$ cat src/rtl/rom_load_pkg.sv
// Shared types and constants for the cartridge ROM load path.
`default_nettype none
package rom_load_pkg;

  typedef enum logic [2:0] {
    IDLE     = 3'd0,
    FILL     = 3'd1,
    ISSUE    = 3'd2,
    WAIT_ACK = 3'd3,
    DONE     = 3'd4
  } state_t;

  localparam int LINE_BYTES = 8;
  localparam int LANES      = 4;
  localparam int OFF_W      = $clog2(LINE_BYTES);
  localparam int CSUM_START = 'h200;

  // File bytes arrive little-endian per word; the DDRAM image is big-endian.
  function automatic logic [15:0] swap16(input logic [15:0] d);
    return {d[7:0], d[15:8]};
  endfunction

endpackage
`default_nettype wire

$ cat src/rtl/rom_line_packer.sv
// rom_line_packer: packs 16-bit ioctl words into 64-bit DDRAM lines with byte enables.
// Optional checksum output enabled by defining ROM_CHECKSUM_EN.
`default_nettype none
module rom_line_packer
  import rom_load_pkg::*;
#(
  parameter int AW = 25
) (
  input  logic          clk_sys,
  input  logic          RESET_N,
  input  logic          ioctl_download,
  input  logic          ioctl_wr,
  input  logic [AW-1:0] ioctl_addr,
  input  logic [15:0]   ioctl_data,
  output logic          ioctl_wait,
  output logic [AW-1:0] wr_addr,
  output logic [63:0]   wr_data,
  output logic [7:0]    wr_be,
  output logic          wr_req,
  input  logic          wr_ack,
  output logic [AW-1:0] rom_size,
  output logic          load_done
`ifdef ROM_CHECKSUM_EN
  ,
  output logic [15:0]   checksum
`endif
);

  localparam int LW = AW - OFF_W;

  state_t          r_state, w_state_nxt;
  logic            r_dl_d, r_start_pend, r_final;
  logic            r_hold_valid;
  logic [AW-1:1]   r_hold_addr;
  logic [15:0]     r_hold_data;
  logic [63:0]     r_buf_data;
  logic [7:0]      r_buf_be;
  logic [LW-1:0]   r_buf_line;

  logic            w_rise, w_capture, w_acked, w_buf_empty, w_same_line, w_lane_last;
  logic [1:0]      w_lane;
  logic [LW-1:0]   w_hold_line;
  logic [63:0]     w_merge_data;
  logic [7:0]      w_merge_be;
  logic [AW-1:0]   w_size_cand, w_size_base;
  logic            w_start, w_merge, w_issue, w_ack_done, w_final_set, w_load_done;

  assign w_rise      = ioctl_download & ~r_dl_d;
  assign w_capture   = ioctl_download & ioctl_wr & ~r_hold_valid;
  assign w_acked     = (wr_ack == wr_req);
  assign w_lane      = r_hold_addr[2:1];
  assign w_hold_line = r_hold_addr[AW-1:OFF_W];
  assign w_buf_empty = (r_buf_be == 8'h00);
  assign w_same_line = (w_hold_line == r_buf_line);
  assign w_lane_last = (w_lane == 2'(LANES - 1));
  assign w_size_cand = ioctl_addr + AW'(2);
  assign w_size_base = w_start ? '0 : rom_size;

  always_comb begin
    w_merge_data = r_buf_data;
    w_merge_data[{w_lane, 4'b0000} +: 16] = swap16(r_hold_data);
    w_merge_be = r_buf_be | (8'b0000_0011 << {w_lane, 1'b0});
  end

  always_comb begin
    w_state_nxt = r_state;
    w_start     = 1'b0;
    w_merge     = 1'b0;
    w_issue     = 1'b0;
    w_ack_done  = 1'b0;
    w_final_set = 1'b0;
    w_load_done = 1'b0;
    case (r_state)
      IDLE: begin
        if (w_rise || r_start_pend) begin
          w_start     = 1'b1;
          w_state_nxt = FILL;
        end
      end
      FILL: begin
        // A held word is always merged before the end of download is acted on.
        if (r_hold_valid) begin
          if (w_buf_empty || w_same_line) begin
            w_merge = 1'b1;
            if (w_lane_last) w_state_nxt = ISSUE;
          end else begin
            w_state_nxt = ISSUE;
          end
        end else if (!ioctl_download) begin
          if (w_buf_empty) begin
            w_state_nxt = DONE;
          end else begin
            w_final_set = 1'b1;
            w_state_nxt = ISSUE;
          end
        end
      end
      ISSUE: begin
        w_issue     = 1'b1;
        w_state_nxt = WAIT_ACK;
      end
      WAIT_ACK: begin
        if (w_acked) begin
          w_ack_done = 1'b1;
          if (r_final) begin
            w_state_nxt = DONE;
          end else begin
            w_start     = r_start_pend;
            w_state_nxt = FILL;
          end
        end
      end
      DONE: begin
        w_load_done = 1'b1;
        w_state_nxt = IDLE;
      end
      default: w_state_nxt = IDLE;
    endcase
  end

  always_ff @(posedge clk_sys or negedge RESET_N) begin
    if (!RESET_N) begin
      r_state      <= IDLE;
      r_dl_d       <= 1'b0;
      r_start_pend <= 1'b0;
      r_final      <= 1'b0;
      r_hold_valid <= 1'b0;
      r_hold_addr  <= '0;
      r_hold_data  <= '0;
      r_buf_data   <= '0;
      r_buf_be     <= '0;
      r_buf_line   <= '0;
      ioctl_wait   <= 1'b0;
      wr_addr      <= '0;
      wr_data      <= '0;
      wr_be        <= '0;
      wr_req       <= 1'b0;
      rom_size     <= '0;
      load_done    <= 1'b0;
    end else begin
      r_state   <= w_state_nxt;
      r_dl_d    <= ioctl_download;
      load_done <= w_load_done;

      if (w_start)                          r_start_pend <= 1'b0;
      else if (w_rise && r_state != IDLE)   r_start_pend <= 1'b1;

      if (w_start || w_load_done) r_final <= 1'b0;
      else if (w_final_set)       r_final <= 1'b1;

      if (w_capture) begin
        r_hold_valid <= 1'b1;
        r_hold_addr  <= ioctl_addr[AW-1:1];
        r_hold_data  <= ioctl_data;
      end else if (w_merge) begin
        r_hold_valid <= 1'b0;
      end

      if (w_start || w_ack_done) begin
        r_buf_data <= '0;
        r_buf_be   <= '0;
      end else if (w_merge) begin
        r_buf_data <= w_merge_data;
        r_buf_be   <= w_merge_be;
        r_buf_line <= w_hold_line;
      end

      // Wait stays up across a full line until its ack, and past the ack if a word is still held.
      if (w_capture)                    ioctl_wait <= 1'b1;
      else if (w_merge && !w_lane_last) ioctl_wait <= 1'b0;
      else if (w_ack_done)              ioctl_wait <= r_hold_valid;

      if (w_issue) begin
        wr_addr <= {r_buf_line, {OFF_W{1'b0}}};
        wr_data <= r_buf_data;
        wr_be   <= r_buf_be;
        wr_req  <= ~wr_req;
      end

      if (w_capture)    rom_size <= (w_size_cand > w_size_base) ? w_size_cand : w_size_base;
      else if (w_start) rom_size <= '0;
    end
  end

`ifdef ROM_CHECKSUM_EN
  logic [15:0] w_csum_base;
  assign w_csum_base = w_start ? 16'h0000 : checksum;

  always_ff @(posedge clk_sys or negedge RESET_N) begin
    if (!RESET_N) begin
      checksum <= '0;
    end else if (w_capture && ioctl_addr >= AW'(CSUM_START)) begin
      checksum <= w_csum_base + swap16(ioctl_data);
    end else if (w_start) begin
      checksum <= '0;
    end
  end
`endif

endmodule
`default_nettype wire

$ cat config.mk
export PLATFORM = sky130hd
export DESIGN_NAME = rom_line_packer
export DESIGN_NICKNAME = d
export VERILOG_FILES = /design/src/rtl/rom_load_pkg.sv /design/src/rtl/rom_line_packer.sv
export SDC_FILE = /design/constraint.sdc
export NUM_CORES = 1
export LEC_CHECK = 0
export ABC_AREA = 1
export CAP_MARGIN = 20
export CORE_ASPECT_RATIO = 0.75
export CORE_MARGIN = 3
export CORE_UTILIZATION = 35
export CTS_CLUSTER_DIAMETER = 200
export DETAILED_ROUTE_END_ITERATION = 6
export SYNTH_ARGS = -nofsm -noshare
export SYNTH_HDL_FRONTEND = slang
export SYNTH_SLANG_ARGS = --single-unit
$ cat constraint.sdc
create_clock -name clk_sys -period 2.8 [get_ports clk_sys]
set_input_delay 0.84 -clock clk_sys [delete_from_list [all_inputs] [get_ports clk_sys]]
set_output_delay 0.84 -clock clk_sys [all_outputs]
set_load 0.03 [all_outputs]
==> summary.md <==
| Metric | Value |
|---|---|
| Status | `finished, violations left` |
| Violated checks | `negative setup slack` |
| Setup WS pre-CTS | `-1.14 ns` |
| Finished Layout Cells | `between 2000 and 2500` |
| Final setup margin | `-0.122 ns` |
| Final Total Pwr | `~15 mW` |
| GRT overflow | `0` |
| Sum Neg Setup Slack | `-2.31 ns` |
| Maximum number of pins on one net before global-route repair | `slightly below 90` |
| Fin util | `between 50% and 60%` |
| Sink Count | `approximately 260` |
| Hpwl dp | `26900 µm` |
| Max FO, Critical Path | `5` |
| Post-layout min period | `just under 3 ns` |
| Die footprint | `~38000 µm²` |
| Worst EP arrival | `3.41 ns` |
| RePlAce Congestion | `just over 0.9` |
| Initial antenna violation count | `1` |
| Crit path kind | `input port to register` |
| Post-synth EDFFs | `0` |
| Clk Latency, worst-skew pair | `~0.56 ns` |
| Commonest non-fill, non-tap cell in the layout | `nand2_1` |
| Final Cycle Share | `104%` |
| Initial Utilization | `roughly 36%` |
| Ports | `between 150 and 200` |
| Async S/R FF share, synth | `100%` |
| Drt drc | `0` |
| Hold WC Path Type | `input port to asynchronous set/reset pin` |
| Final setup fails | `25` |
| Synthesized area | `12400 µm²` |
| TritonCTS Buffers | `27` |
| WL per Instance | `roughly 17 µm` |
| H-tree depth | `1` |
| Seq cells post-synth | `263` |
| Vias in the first global route | `10400` |
| Post-Place Cells | `between 2000 and 2500` |
| Final net count | `1802` |
| CTS Buffer Depth | `3` |
| GRT Util Overall | `between 10% and 20%` |
| P per Cell Area | `roughly 860 nW/µm²` |
| Seq/Total Area, Yosys | `around 53%` |
| Placed Area | `15500 µm²` |
| CTS tree | `done` |
| Total wire length | `38300 µm` |
| Core area | `around 35000 µm²` |
| Max rail drop VDD | `0.540 mV` |
| Max-slew headroom | `54.1%` |
| CP Capture Type | `register` |
| DRT iter0 DRCs | `between 900 and 1000` |
| Share of cells above drive strength 1 | `about 24%` |
| Final instance area | `between 15000 and 20000 µm²` |
| Area Growth Syn to Fin | `40.5%` |
| Most frequent cells in the layout | `nand2_1 (339), dfrtp_1 (261), nand3_1 (152)` |
| Chip width | `224 µm` |
| # fillers | `between 3000 and 4000` |
| Max-slew violations | `0` |
| MaxCap Viol Count | `0` |
| Hold Buf Count CTS | `0` |
| 1st-pass router iterations | `7` |
| RSZ-0062 raised after global routing | `yes` |
| Top FF cell, synth | `dfrtp_1` |
| Worst Setup Start Kind | `input port` |
| WP data required | `3.29 ns` |
| Cell row count | `59` |
| Clk_skew | `between 0.015 and 0.02 ns` |
| Chip height | `~170 µm` |
| Mapped Cells | `about 1400` |
| F_max | `0.342 GHz` |
| Synthesis warning total | `0` |
| First-pass GRT wire length | `59500 µm` |
| Clock slew at reported path FFs | `~0.06 ns` |
| # port buffers | `~170` |
| FF-to-FF setup slack | `-0.03 ns` |
| Final hold slack | `between 0.15 and 0.2 ns` |
| Total number of vias | `about 11000` |
| Reg area | `6580 µm²` |
| Area of the multi-input gates | `about 5700 µm²` |
| Synth cell types | `30` |
| Final hold vios | `0` |
| Lkg Pwr | `8.74 nW` |
| Syn Area/Cell | `around 8.7 µm²` |
| Vias per std cell | `4.95` |
| Routed Antenna Nets | `0` |
| Clk root buf | `clkbuf_16` |
| Worst slew pin tran | `0.689 ns` |
==> worst paths after layout <==
check                              startpoint      endpoint  cells past startpoint
worst min-delay path                  RESET_N   wr_data[23]                      1
max in group asynchronous             RESET_N  rom_size[15]                      2
worst max register to register         wr_req   rom_size[6]                     18
worst min register to register    wr_addr[16]   wr_addr[16]                      2
worst max-delay path            ioctl_addr[7]   rom_size[6]                     19
min in group clk_sys              wr_addr[16]   wr_addr[16]                      2
==> logic make-up after synthesis <==
| group | after synthesis | synth area share (%) |
|---|---|---|
| AOI/OAI and AO/OA | 119 | 4.86 |
| xor gates and xnor gates | 22 | 1.55 |
| adders and majority gates | 34 | 3.43 |
| buffers and inverters | 217 | 7.11 |
| DFF | 263 | 53.0 |
| muxes | 65 | 5.89 |
| other | 1 | 0.0302 |
| and+or+nand+nor | 701 | 24.1 |
==> metal layers <==
layer  track usage (%)  vias up  share of wire, %
li1                  -     5202                 -
met4              3.39        0               1.5
met2              27.8      343                42
met5                 0        -                 0
met3              4.79       43               7.9
met1              31.0     5290                49
==> flip-flops by register name, summed over array words and instances, names as in the netlist, 3 cells and up <==
name and cells:
r_buf_data 64, wr_data 64, rom_size 25, r_hold_addr 24, r_buf_line 22, wr_addr 22, r_hold_data 16, r_buf_be 8
wr_be 8, r_state 3
==> critical path, stage by stage <==
cell and delay (ns):
buf_6 0.10, nand2_4 0.05, nor3_4 0.21, buf_6 0.14
nand3_4 0.08, nor2_4 0.20, nand2_4 0.10, xor2_4 0.17
ha_4 0.30, nand2_4 0.07, nor2_4 0.09, nand4_1 0.17
nor2_2 0.17, nand4_1 0.13, buf_6 0.15, nand3_4 0.16
clkbuf_16 0.18, nand2_2 0.04, nand2_1 0.05
==> report_power, final <==
part           total, mW  switching, mW  internal, mW  leakage (nW)
logic               6.03           3.71          2.32          4.75
clock network       3.81           1.59          2.22         0.436
registers           5.13          0.584          4.54          3.55
total               15.0           5.88          9.08          8.74
==> synthesized netlist by cell type (2+ instances only) <==
library cell | number | area (µm²)
nand4_1 | 39 | 244
buf_4 | 12 | 90.1
mux2_2 | 65 | 732
buf_1 | 3 | 11.3
a21oi_1 | 18 | 90.1
inv_1 | 143 | 537
o21ai_0 | 98 | 490
xor2_1 | 21 | 184
ha_1 | 34 | 425
nand3b_1 | 3 | 22.5
clkinv_1 | 2 | 7.51
nand3_1 | 163 | 816
buf_2 | 18 | 90.1
nor3_1 | 18 | 90.1
clkbuf_1 | 35 | 131
dfrtp_1 | 263 | 6580
inv_2 | 3 | 11.3
nand2_1 | 389 | 1460
nor2_1 | 84 | 315
==> area by class of cell <==
type / instances / share of cell area [%]
Antenna cell: 1 / 0.0143
Clock buffer: 35 / 4.16
Clock inverter: 12 / 1.15
Inverter: 149 / 3.28
Multi-Input combinational cell: 944 / 32.4
Sequential cell: 263 / 37.7
Tap cell: 457 / 3.28
Timing Repair Buffer: 337 / 18.0
==> what timing repair did <==
action                     4_1_cts  5_1_grt
cloned                           4        1
setup buffers                   20       14
pin swaps                       31       55
gates resized for setup        139      120
setup endpoints to repair       25       25
Power figures use the tool's default switching activity.
